[src/rtl/pong_sync_timer_pkg.sv]
// Shared timing constants and count type for the Pong video timing base.
package pong_timing_pkg;

    localparam int unsigned CNT_W = 9;
    typedef logic [CNT_W-1:0] count9_t;

    localparam int unsigned DEF_H_TOTAL     = 455;
    localparam int unsigned DEF_V_TOTAL     = 262;
    localparam int unsigned DEF_H_BLANK_END = 80;
    localparam int unsigned DEF_HSYNC_START = 32;
    localparam int unsigned DEF_HSYNC_END   = 64;
    localparam int unsigned DEF_V_BLANK_END = 16;
    localparam int unsigned DEF_VSYNC_START = 4;
    localparam int unsigned DEF_VSYNC_END   = 8;

endpackage

[src/rtl/pong_sync_timer_if.sv]
// Timing bus: pixel enable in, counts and strobes out to the downstream game blocks.
interface pong_sync_timer_if;
    import pong_timing_pkg::*;

    logic    ce;
    count9_t hcnt;
    count9_t vcnt;
    logic    hreset;
    logic    vreset;
    logic    hblank;
    logic    vblank;
    logic    hsync_n;
    logic    vsync_n;
    logic    line_tick;
    logic    frame_tick;

    modport master (
        input  ce,
        output hcnt, vcnt, hreset, vreset, hblank, vblank,
               hsync_n, vsync_n, line_tick, frame_tick
    );

    modport slave (
        output ce,
        input  hcnt, vcnt, hreset, vreset, hblank, vblank,
               hsync_n, vsync_n, line_tick, frame_tick
    );
endinterface

[src/rtl/pong_tc_counter.sv]
// Modulo-N counter with enable; exposes its next-state count so callers can
// register decodes aligned with the count, plus a registered terminal-count flag.
module pong_tc_counter
    import pong_timing_pkg::*;
#(
    parameter int unsigned N = DEF_H_TOTAL
) (
    input  logic    clk,
    input  logic    rst_n,
    input  logic    en_i,
    output count9_t cnt_o,
    output count9_t cnt_d_o_c,
    output logic    tc_o,
    output logic    wrap_o_c
);
    localparam count9_t LAST = count9_t'(N - 1);

    count9_t cnt_q, cnt_d;
    logic    tc_q, tc_d;

    always_comb begin
        wrap_o_c = en_i && (cnt_q == LAST);
        cnt_d    = cnt_q;
        if (en_i) begin
            cnt_d = wrap_o_c ? '0 : cnt_q + count9_t'(1);
        end
        tc_d = (cnt_d == LAST);
    end

    always_ff @(posedge clk or negedge rst_n) begin
        if (!rst_n) begin
            cnt_q <= '0;
            tc_q  <= 1'b0;
        end else begin
            cnt_q <= cnt_d;
            tc_q  <= tc_d;
        end
    end

    assign cnt_o     = cnt_q;
    assign cnt_d_o_c = cnt_d;
    assign tc_o      = tc_q;
endmodule

[src/rtl/pong_sync_timer.sv]
// Pong video timing base: cascaded horizontal/vertical counters with blank,
// sync and tick strobes registered from the next-state counts (zero skew to the counts).
module pong_sync_timer
    import pong_timing_pkg::*;
#(
    parameter int unsigned H_TOTAL     = DEF_H_TOTAL,
    parameter int unsigned V_TOTAL     = DEF_V_TOTAL,
    parameter int unsigned H_BLANK_END = DEF_H_BLANK_END,
    parameter int unsigned HSYNC_START = DEF_HSYNC_START,
    parameter int unsigned HSYNC_END   = DEF_HSYNC_END,
    parameter int unsigned V_BLANK_END = DEF_V_BLANK_END,
    parameter int unsigned VSYNC_START = DEF_VSYNC_START,
    parameter int unsigned VSYNC_END   = DEF_VSYNC_END
) (
    input logic               clk,
    input logic               rst_n,
    pong_sync_timer_if.master bus
);
    if (H_TOTAL > 512 || V_TOTAL > 512 || H_TOTAL < 2 || V_TOTAL < 2 ||
        !(HSYNC_START < HSYNC_END && HSYNC_END <= H_BLANK_END) ||
        !(VSYNC_START < VSYNC_END && VSYNC_END <= V_BLANK_END)) begin : g_param_chk
        $error("pong_sync_timer: illegal timing parameters");
    end

    count9_t h_q, h_d, v_q, v_d;
    logic    h_tc, v_tc;
    logic    h_wrap_c, v_wrap_c, v_en_c;

    // The vertical counter advances only on the horizontal wrap, same clock.
    assign v_en_c = bus.ce & h_wrap_c;

    pong_tc_counter #(.N(H_TOTAL)) u_hcnt (
        .clk       (clk),
        .rst_n     (rst_n),
        .en_i      (bus.ce),
        .cnt_o     (h_q),
        .cnt_d_o_c (h_d),
        .tc_o      (h_tc),
        .wrap_o_c  (h_wrap_c)
    );

    pong_tc_counter #(.N(V_TOTAL)) u_vcnt (
        .clk       (clk),
        .rst_n     (rst_n),
        .en_i      (v_en_c),
        .cnt_o     (v_q),
        .cnt_d_o_c (v_d),
        .tc_o      (v_tc),
        .wrap_o_c  (v_wrap_c)
    );

    logic hblank_q, hblank_d, vblank_q, vblank_d;
    logic hsync_n_q, hsync_n_d, vsync_n_q, vsync_n_d;
    logic line_tick_q, line_tick_d, frame_tick_q, frame_tick_d;

    always_comb begin
        hblank_d     = (h_d < count9_t'(H_BLANK_END));
        hsync_n_d    = !((h_d >= count9_t'(HSYNC_START)) && (h_d < count9_t'(HSYNC_END)));
        vblank_d     = (v_d < count9_t'(V_BLANK_END));
        vsync_n_d    = !((v_d >= count9_t'(VSYNC_START)) && (v_d < count9_t'(VSYNC_END)));
        line_tick_d  = h_wrap_c;
        frame_tick_d = v_wrap_c;
    end

    always_ff @(posedge clk or negedge rst_n) begin
        if (!rst_n) begin
            hblank_q     <= 1'b1;
            vblank_q     <= 1'b1;
            hsync_n_q    <= 1'b1;
            vsync_n_q    <= 1'b1;
            line_tick_q  <= 1'b0;
            frame_tick_q <= 1'b0;
        end else begin
            hblank_q     <= hblank_d;
            vblank_q     <= vblank_d;
            hsync_n_q    <= hsync_n_d;
            vsync_n_q    <= vsync_n_d;
            line_tick_q  <= line_tick_d;
            frame_tick_q <= frame_tick_d;
        end
    end

    assign bus.hcnt       = h_q;
    assign bus.vcnt       = v_q;
    assign bus.hreset     = h_tc;
    assign bus.vreset     = v_tc;
    assign bus.hblank     = hblank_q;
    assign bus.vblank     = vblank_q;
    assign bus.hsync_n    = hsync_n_q;
    assign bus.vsync_n    = vsync_n_q;
    assign bus.line_tick  = line_tick_q;
    assign bus.frame_tick = frame_tick_q;
endmodule

[src/flat_wrapper.sv]
// flat-port wrapper written by rule: the top's interface ports become plain ports
module pong_sync_timer_flat import pong_timing_pkg::*;
#(
    parameter int unsigned H_TOTAL     = DEF_H_TOTAL,
    parameter int unsigned V_TOTAL     = DEF_V_TOTAL,
    parameter int unsigned H_BLANK_END = DEF_H_BLANK_END,
    parameter int unsigned HSYNC_START = DEF_HSYNC_START,
    parameter int unsigned HSYNC_END   = DEF_HSYNC_END,
    parameter int unsigned V_BLANK_END = DEF_V_BLANK_END,
    parameter int unsigned VSYNC_START = DEF_VSYNC_START,
    parameter int unsigned VSYNC_END   = DEF_VSYNC_END
)
  (clk, rst_n, bus_ce, bus_hcnt, bus_vcnt, bus_hreset, bus_vreset, bus_hblank, bus_vblank, bus_hsync_n, bus_vsync_n, bus_line_tick, bus_frame_tick);
  pong_sync_timer_if bus_i ();
  input logic clk;
  input logic rst_n;
  input wire logic [$bits(bus_i.ce)-1:0] bus_ce;
  output wire logic [$bits(bus_i.hcnt)-1:0] bus_hcnt;
  output wire logic [$bits(bus_i.vcnt)-1:0] bus_vcnt;
  output wire logic [$bits(bus_i.hreset)-1:0] bus_hreset;
  output wire logic [$bits(bus_i.vreset)-1:0] bus_vreset;
  output wire logic [$bits(bus_i.hblank)-1:0] bus_hblank;
  output wire logic [$bits(bus_i.vblank)-1:0] bus_vblank;
  output wire logic [$bits(bus_i.hsync_n)-1:0] bus_hsync_n;
  output wire logic [$bits(bus_i.vsync_n)-1:0] bus_vsync_n;
  output wire logic [$bits(bus_i.line_tick)-1:0] bus_line_tick;
  output wire logic [$bits(bus_i.frame_tick)-1:0] bus_frame_tick;
  assign bus_i.ce = bus_ce;
  assign bus_hcnt = bus_i.hcnt;
  assign bus_vcnt = bus_i.vcnt;
  assign bus_hreset = bus_i.hreset;
  assign bus_vreset = bus_i.vreset;
  assign bus_hblank = bus_i.hblank;
  assign bus_vblank = bus_i.vblank;
  assign bus_hsync_n = bus_i.hsync_n;
  assign bus_vsync_n = bus_i.vsync_n;
  assign bus_line_tick = bus_i.line_tick;
  assign bus_frame_tick = bus_i.frame_tick;
  pong_sync_timer #(.H_TOTAL(H_TOTAL), .V_TOTAL(V_TOTAL), .H_BLANK_END(H_BLANK_END), .HSYNC_START(HSYNC_START), .HSYNC_END(HSYNC_END), .V_BLANK_END(V_BLANK_END), .VSYNC_START(VSYNC_START), .VSYNC_END(VSYNC_END)) u_core (.clk(clk), .rst_n(rst_n), .bus(bus_i));
endmodule
[config.mk]
export PLATFORM = sky130hd
export DESIGN_NAME = pong_sync_timer_flat
export DESIGN_NICKNAME = d
export VERILOG_FILES = /design/src/rtl/pong_sync_timer_pkg.sv /design/src/rtl/pong_sync_timer_if.sv /design/src/rtl/pong_tc_counter.sv /design/src/rtl/pong_sync_timer.sv /design/src/flat_wrapper.sv
export SDC_FILE = /design/constraint.sdc
export NUM_CORES = 1
export LEC_CHECK = 0
export CAP_MARGIN = 30
export CORE_UTILIZATION = 26
export CTS_CLUSTER_DIAMETER = 150
export CTS_CLUSTER_SIZE = 8
export DETAILED_ROUTE_END_ITERATION = 8
export GPL_TIMING_DRIVEN = 0
export HOLD_SLACK_MARGIN = 0.06
export SYNTH_ARGS = -nofsm -noshare
export SYNTH_HDL_FRONTEND = slang
export SYNTH_HIERARCHICAL = 1
export SYNTH_SLANG_ARGS = --single-unit
[constraint.sdc]
create_clock -name clk -period 3.6 [get_ports clk]
set_clock_uncertainty 0.2 [all_clocks]
set_input_delay 0.54 -clock clk [delete_from_list [all_inputs] [get_ports clk]]
set_output_delay 0.54 -clock clk [all_outputs]
set_load 0.1 [all_outputs]
==> results of run 1 <==
==> report_power, final <==
part | internal [µW] | switching [µW]
Clock | 97.9 | 95.8
Combinational | 257 | 662
Sequential | 355 | 95.6
==> routing by layer <==
layer | up-vias | part of all wire [%] | wire, µm
li1 | 618 | - | -
met1 | 571 | 55 | 1820
met2 | 18 | 41 | 1360
met3 | 4 | 2.1 | 69
met4 | 0 | 1.2 | 39
met5 | - | 0 | 0
==> logic make-up after synthesis <==
group,after synthesis
simple gates,74
flops,26
compound gates,22
buf+inv,15
xor+xnor,11
fa+ha+maj,4
==> sequential cells by signal, summed over array words and instances (netlist names) <==
register and count:
u_core/u_hcnt/cnt_o 9, u_core/u_vcnt/tc_o 1, u_core/bus.hblank 1, u_core/u_hcnt/tc_o 1
u_core/u_vcnt/cnt_o 9, u_core/bus.hsync_n 1, u_core/bus.line_tick 1, u_core/bus.frame_tick 1
u_core/bus.vblank 1, u_core/bus.vsync_n 1
==> repair_timing <==
action,in CTS,in global routing
buffers inserted,0,3
endpoints found under the setup margin,0,1
resized for setup,0,1
==> worst max-delay path, stage by stage, from the launching register on <==
cell     delay, ps
dfrtp_2        410
buf_2          170
nor4b_2        310
and2_1         230
nand2_1        110
nor2_4         200
and2_1         240
nand4_1        240
nor2_1         200
xor2_1         100
or3_1          410
or4_1          480
==> placed cells by master, fill, tap and decap left out, types with 4 or more instances in the layout <==
cell type | synthesis | final
nor4b_1 | 4 | 4
nand4_1 | 5 | 5
xor2_1 | 7 | 7
dfstp_2 | 4 | 4
ha_1 | 4 | 4
clkdlybuf4s50_1 | 0 | 28
clkbuf_8 | 0 | 4
inv_1 | 6 | 6
o21ai_0 | 6 | 6
dfrtp_1 | 22 | 20
nand3_1 | 4 | 4
nand2_1 | 14 | 14
buf_4 | 2 | 5
xnor2_1 | 4 | 4
nand2b_1 | 5 | 5
nor2_1 | 12 | 12
==> stage by stage <==
stage	util (%)	hold WS, ps
finish	36.1	388
CTS	35.7	391
global route	36.1	414
floorplan	-	44.4
global placement	34.2	431
detailed placement	34.7	426
==> path summary, 6_finish.rpt <==
path,from,end,slack [ps]
min,rst_n,u_core/u_vcnt/cnt_o[8]$_DFF_PN0_,390
min in group clk,u_core/u_vcnt/cnt_o[8]$_DFF_PN0_,u_core/u_vcnt/cnt_o[8]$_DFF_PN0_,430
max in group asynchronous,rst_n,u_core/bus.hblank$_DFF_PN1_,2270
max reg2reg,u_core/u_hcnt/cnt_o[4]$_DFF_PN0_,u_core/bus.vsync_n$_DFF_PN1_,240
max,u_core/u_hcnt/cnt_o[4]$_DFF_PN0_,u_core/bus.vsync_n$_DFF_PN1_,240
min reg2reg,u_core/u_vcnt/cnt_o[8]$_DFF_PN0_,u_core/u_vcnt/cnt_o[8]$_DFF_PN0_,430
==> final cells by class <==
class | count | area (µm²)
plain buffers | 9 | 66.3
well taps | 72 | 90.1
flip-flops and latches | 26 | 658
inverters | 6 | 22.5
repair buffers | 32 | 330
clock buffers | 4 | 55.1
fillers | 580 | 3600
multi-input cells | 111 | 817
==> out/qor.txt, run 1 <==
Die ar.: 6300 µm²
Drt wl/cell: 12.6 µm
N_diodes: 0
Placed insts: 253
Drt total wl: 3290 µm
Post-synthesis simple-gate area fraction: 31.1%
Max Clock Freq: 297 MHz
Grt met2 use: 15.2%
EDFF count, synth: 0
Clock Sinks: 26
Top Ports: 29
CP Capture Type: register
Vias in the first global route: 1085
TritonCTS buffer count: 3
Critical Path RT: 3600 ps
Post-Synth XOR/XNOR Area: 6.19%
PD cells: 767 nW/µm²
Cells on worst reg2reg path: 11
Worst slew margin: 35.0%
I/O Buffers: 28
Die X: 79.4 µm
Largest net degree at the start of global routing: 20
Met3 Use GR: 1.37%
Lkg Pwr: 0.000844 µW
Fin. max-slew vios: 0
Worst skew pair latency: 280 ps
Vias per cell: 4.66
Initial antenna violation count: 0
Share of cells above drive strength 1: 19.1%
Async set-or-reset flop fraction in the synthesized netlist: 100%
Area delta synth->final: 31.0%
Synth Cell Area: 1560 µm²
CTS clk-pin slew, worst paths: 90 ps
Layout Nets: 196
# H-tree levels: 1
Initial DRC count: 50
FF+latch count, synth: 26
Post-Syn Nets: 159
Synth area leaders: dfrtp_1 (35%), dfstp_2 (6.8%), xor2_1 (3.9%)
Core area: 5640 µm²
DRC violations left: 0
Area share of the largest cell type after synthesis: 35.4%
Routed Antenna Nets: 0
Fin crit period: 3360 ps
GR Util met1: 17.2%
Synth Warn #: 6
Period utilization: 93.4%
FP Rows: 27
Top_reg_cell synth: dfrtp_1
Grt peak-use layer: met1
Multiplexer area fraction after synthesis: 0%
Post-Synthesis Cells: 152
Synth area leader: dfrtp_1
Vias: 1211
Adder-cell share of the synthesized area: 3.22%
# setup viols final: 0
Post-Syn Area per Cell: 10.2 µm²
Iteration count of the initial detailed-routing pass: 4
Max-cap violations: 0
CTS max path bufs: 2
Clock root cell: clkbuf_8
Crit path kind: reg -> reg
Worst min path class: in -> async
Post-DP Area: 1960 µm²
Total Routing Usage GR: 11.0%
Largest family of logic cells by synthesized area: simple AND/OR/NAND/NOR gates
CP Max Fanout: 6
Initial Util: 27.6%
Grt total ovfl: 0
Worst slew pin tran: 972 ps
Post-synth top cells: dfrtp_1 (22), nand2_1 (14), nor2_1 (12), xor2_1 (7)
Post-synthesis compound-gate area fraction: 11.7%
Sequential fraction of the synthesis area: 42.1%
Cell area after layout: 2040 µm²
Cts hold-fix bufs: 0
Placer Congestion: 0.794
RSZ-0062 raised after global routing: no
Post-DP HPWL: 2420 µm
Die Ht: 79.4 µm
CTS tree: built
Final TNS setup: 0 ps
Startpoint class of the critical path: register
VDD IR max: 0.000392 V
DP Worst Slack: -7.82 ps
Final non-filler cell total: 260
Status: completed
Tot Pwr: 1560 µW
Final Worst Setup Slack: 237 ps
Worst Path Arrival: 3360 ps
Unique cell type count in the Yosys netlist: 52
Top-count cell post-synth: dfrtp_1
Hold Vio Cnt, Final: 0
First-pass GRT wire length: 5450 µm
No activity file was read; power rests on OpenSTA's default activity.
==> run 2: changes to the inputs <==
--- a/config.mk
+++ b/config.mk
@@ -10,6 +10,7 @@
 export CTS_CLUSTER_DIAMETER = 150
 export CTS_CLUSTER_SIZE = 8
 export DETAILED_ROUTE_END_ITERATION = 8
+export GPL_ROUTABILITY_DRIVEN = 1
 export GPL_TIMING_DRIVEN = 0
 export HOLD_SLACK_MARGIN = 0.06
 export SYNTH_ARGS = -nofsm -noshare
==> constraint.sdc (replaced) <==
create_clock -name clk -period 3.2 [get_ports clk]
set_clock_uncertainty 0.2 [all_clocks]
set_input_delay 0.48 -clock clk [delete_from_list [all_inputs] [get_ports clk]]
set_output_delay 0.48 -clock clk [all_outputs]
set_load 0.1 [all_outputs]
==> out/qor.txt, run 2 (synthesized netlist as in run 1, its figures left out) <==
Crit path kind: reg -> reg
Buffers & Inverters on Critical Path: 2
Vias per cell: 4.68
Die X: 79.4 µm
Most frequent cells in the layout: clkdlybuf4s50_1 (28), dfrtp_1 (14), nand2_1 (13)
Crit path max-delay family: simple AND/OR/NAND/NOR gates
Initial DRC count: 88
VDD IR max: 0.000518 V
Clock Sinks: 26
Drt wl/cell: 12.7 µm
Switch Pwr: 959 µW
Placer Congestion: 0.813
Routed Antenna Nets: 0
I/O Buffers: 28
Core area: 5640 µm²
Worst Path Arrival: 3070 ps
Share of cells above drive strength 1: 26.3%
Fin crit period: 3070 ps
Vias in the first global route: 1142
DRC violations left: 0
CP Max Fanout: 8
Top Ports: 29
FP Rows: 27
Internal cell power: 889 µW
Largest net degree at the start of global routing: 17
CTS clk-pin slew, worst paths: 90 ps
Sequential power share: 28.9%
Drt total wl: 3330 µm
Clock root cell: clkbuf_8
Post-DP HPWL: 2470 µm
Period utilization: 96.1%
Max-cap violations: 0
Layout Nets: 198
Lkg Pwr: 0.000873 µW
Commonest non-fill, non-tap cell in the layout: clkdlybuf4s50_1
Placed insts: 253
Filler cell count: 540
CTS tree: built
Initial antenna violation count: 0
Critical Path RT: 3190 ps
Initial Util: 27.6%
Worst min path class: in -> async
Total Routing Usage GR: 11.3%
CTS max path bufs: 2
CP Cell Sequence: buf_6, nor4b_4, and2_4, nand2_2, nor2_4, and2_4, buf_6, nand3_1, o21ai_2, nand2_1, or3_4, or4_1
Worst slew pin tran: 972 ps
Status: completed
CP Capture Type: register
Cell area after layout: 2120 µm²
Max Clock Freq: 325 MHz
Hold Vio Cnt, Final: 0
Vias: 1226
PD cells: 871 nW/µm²
Fin. max-slew vios: 0
Post-DP Area: 2000 µm²
N_diodes: 0
Startpoint class of the critical path: register
First-pass GRT wire length: 5600 µm
# setup viols final: 0
Worst skew pair latency: 270 ps
Final non-filler cell total: 262
Grt total ovfl: 0
Final hold slack: 395 ps
Slowest CP cell: dfrtp_4
Clock Power Share: 14.8%
Iteration count of the initial detailed-routing pass: 4
Die ar.: 6300 µm²
Die Ht: 79.4 µm
Area delta synth->final: 36.3%
Comb power frac: 56.3%
Cts hold-fix bufs: 0
# H-tree levels: 1
Worst path max stage delay: 490 ps
TritonCTS buffer count: 3
Sw Ratio: 51.9%
Worst slew margin: 35.0%
## run 2: routing by layer
layer	up-vias	share of wire (%)	track usage [%]
met5	-	0	0
met4	0	1.0	3.82
met1	581	52	17.1
met2	21	45	16.4
li1	622	-	-
met3	2	2.4	1.49
## run 2: power by group through the flow
| stage | Sequential [µW] | Clock [µW] | Combinational, µW |
|---|---|---|---|
| 6_report | 534 | 273 | 1040 |
| 5_1_grt | 555 | 292 | 1100 |
| 4_1_cts | 526 | 281 | 1060 |
| 3_5_place_dp | 531 | 0 | 1050 |
| 3_3_place_gp | 534 | 0 | 1050 |
| 2_1_floorplan | 1000 | 0 | 351 |
## run 2: per-stage QoR
step           setup slack (ps)  util (%)  total power [µW]  setup TNS [ps]
2_1_floorplan              40.2         -              1350               0
3_3_place_gp               -196      35.0              1580            -196
3_5_place_dp               -240      35.4              1590            -240
4_1_cts                    38.4      37.0              1860               0
5_1_grt                   -9.76      37.6              1940           -9.76
6_report                    126      37.6              1850               0
## run 2: layout make-up
cell class / count / area, µm² / share of cell area [%]
plain buffers: 8 / 68.8 / 3.24
clock buffers: 3 / 41.3 / 1.95
clock inverters: 1 / 30.0 / 1.42
inverters: 6 / 22.5 / 1.06
multi-input cells: 111 / 842 / 39.7
flip-flops and latches: 26 / 673 / 31.7
well taps: 72 / 90.1 / 4.25
repair buffers: 35 / 353 / 16.6
## run 2: final timing paths
check	from	slack (ps)	endpoint	depth (start not counted)
setup reg to reg	u_core/u_hcnt/cnt_o[4]$_DFF_PN0_	130	u_core/bus.vsync_n$_DFF_PN1_	12
hold reg to reg	u_core/u_hcnt/cnt_o[5]$_DFF_PN0_	430	u_core/u_hcnt/cnt_o[5]$_DFF_PN0_	1
setup / recovery	u_core/u_hcnt/cnt_o[4]$_DFF_PN0_	130	u_core/bus.vsync_n$_DFF_PN1_	12
min in group clk	u_core/u_hcnt/cnt_o[5]$_DFF_PN0_	430	u_core/u_hcnt/cnt_o[5]$_DFF_PN0_	1
max in group asynchronous	rst_n	1830	u_core/bus.vblank$_DFF_PN1_	2
hold / removal	rst_n	400	u_core/u_hcnt/cnt_o[8]$_DFF_PN0_	1
## run 2: timing repair
action                     4_1_cts  5_1_grt
setup buffers                    2        4
setup endpoints to repair        1        1
gates resized for setup          0        3
pin swaps                        2        5
gates cloned                     0        0
==> run 3: changes to the inputs <==
--- a/config.mk
+++ b/config.mk
@@ -13,6 +13,7 @@
 export GPL_ROUTABILITY_DRIVEN = 1
 export GPL_TIMING_DRIVEN = 0
 export HOLD_SLACK_MARGIN = 0.06
+export PLACE_DENSITY = 0.49
 export SYNTH_ARGS = -nofsm -noshare
 export SYNTH_HDL_FRONTEND = slang
 export SYNTH_HIERARCHICAL = 1
==> out/qor.txt, run 3 (synthesized netlist as in run 1, its figures left out) <==
Worst slew pin tran: 971 ps
Die Ht: 79.4 µm
Routed Antenna Nets: 0
Fin. max-slew vios: 0
Top Ports: 29
Worst path max stage delay: 490 ps
First-pass GRT wire length: 5860 µm
Crit path kind: reg -> reg
Buffers & Inverters on Critical Path: 2
Most frequent cells in the layout: clkdlybuf4s50_1 (28), dfrtp_1 (14), nand2_1 (12), nor2_1 (12)
Placer Congestion: 0.801
CTS clk-pin slew, worst paths: 90 ps
Area delta synth->final: 35.2%
Clock Sinks: 26
Max-cap violations: 0
N_diodes: 0
# setup viols final: 0
Core area: 5640 µm²
Period utilization: 95.3%
PD cells: 852 nW/µm²
Drt wl/cell: 13.6 µm
Lkg Pwr: 0.000859 µW
Clock root cell: clkbuf_8
Startpoint class of the critical path: register
Drt total wl: 3560 µm
Initial Util: 27.6%
Final non-filler cell total: 261
Vias: 1260
Die ar.: 6300 µm²
CTS tree: built
VDD IR max: 0.000528 V
CP Max Fanout: 6
Fin crit period: 3050 ps
Worst skew pair latency: 260 ps
CTS max path bufs: 2
Worst Path Arrival: 3040 ps
Vias in the first global route: 1237
# H-tree levels: 1
Max Clock Freq: 328 MHz
I/O Buffers: 28
Grt total ovfl: 0
Worst slew margin: 35.1%
DRC violations left: 0
CP Capture Type: register
FP Rows: 27
TritonCTS buffer count: 3
Total Routing Usage GR: 11.8%
Post-DP HPWL: 2510 µm
Worst min path class: in -> async
Initial antenna violation count: 0
Die X: 79.4 µm
Iteration count of the initial detailed-routing pass: 4
Vias per cell: 4.83
Layout Nets: 197
Status: completed
CP Cell Sequence: buf_6, nor4b_4, and2_4, nand2_2, nor2_4, and2_4, buf_6, nand3_2, o21ai_2, nand2_2, or3_4, or4_1
Crit path max-delay family: simple AND/OR/NAND/NOR gates
Final Core Density: 37.3%
Critical Path RT: 3190 ps
RSZ-0062 raised after global routing: no
Hold Vio Cnt, Final: 0
Share of cells above drive strength 1: 27.0%
Largest net degree at the start of global routing: 18
Commonest non-fill, non-tap cell in the layout: clkdlybuf4s50_1
Final TNS setup: 0 ps
Slowest CP cell: dfrtp_4
Placed insts: 253
Initial DRC count: 52
run 3: worst paths after layout:
path | cells after the start | slack, ps | to | start
min in group clk | 1 | 420 | u_core/u_hcnt/cnt_o[5]$_DFF_PN0_ | u_core/u_hcnt/cnt_o[5]$_DFF_PN0_
max reg2reg | 12 | 150 | u_core/bus.vsync_n$_DFF_PN1_ | u_core/u_hcnt/cnt_o[4]$_DFF_PN0_
min | 1 | 360 | u_core/u_hcnt/cnt_o[0]$_DFF_PN0_ | rst_n
max | 12 | 150 | u_core/bus.vsync_n$_DFF_PN1_ | u_core/u_hcnt/cnt_o[4]$_DFF_PN0_
max in group asynchronous | 2 | 1880 | u_core/bus.vblank$_DFF_PN1_ | rst_n
min reg2reg | 1 | 420 | u_core/u_hcnt/cnt_o[5]$_DFF_PN0_ | u_core/u_hcnt/cnt_o[5]$_DFF_PN0_
run 3: report_power, final:
group          internal (µW)  total, µW  switching, µW  leakage [µW]
clock network            110        211            101     0.0000288
registers                416        534            118      0.000309
logic                    307       1050            740      0.000521
total                    833       1790            959      0.000859
run 3: repair_timing:
action                     CTS  global route
pin swaps                    1             4
setup endpoints to repair    1             1
hold buffers                 0             0
setup buffers                1             4
gates resized for setup      1             4
run 3: final cells by class:
type,count,area [µm²]
Buffer,8,68.8
Clock buffer,4,55.1
Fill cell,567,3540
Inverter,6,22.5
Multi-Input combinational cell,111,850
Sequential cell,26,673
Tap cell,72,90.1
Timing Repair Buffer,34,345
run 3: layer usage:
| metal | vias to the layer above | share of wire, % | GRT usage, % |
|---|---|---|---|
| met3 | 4 | 3.8 | 1.83 |
| met5 | - | 0 | 0 |
| met1 | 604 | 49 | 16.2 |
| li1 | 619 | - | - |
| met2 | 33 | 46 | 19.0 |
| met4 | 0 | 0.87 | 3.27 |
run 3: worst register-to-register path, cell delays in order (launching register included):
cell	delay (ps)
dfrtp_4	490
buf_6	140
nor4b_4	290
and2_4	200
nand2_2	70
nor2_4	130
and2_4	180
buf_6	120
nand3_2	70
o21ai_2	170
nand2_2	70
or3_4	390
or4_1	470
run 3: stage by stage:
stage	cell area, µm²	total power (µW)	hold slack, ps	setup slack [ps]
6_report	2100	1790	364	149
5_1_grt	2100	1890	406	9.41
4_1_cts	2060	1810	378	16.4
3_5_place_dp	2000	1590	408	-182
3_3_place_gp	1970	1580	413	-192
2_1_floorplan	1600	1350	-15.6	40.2
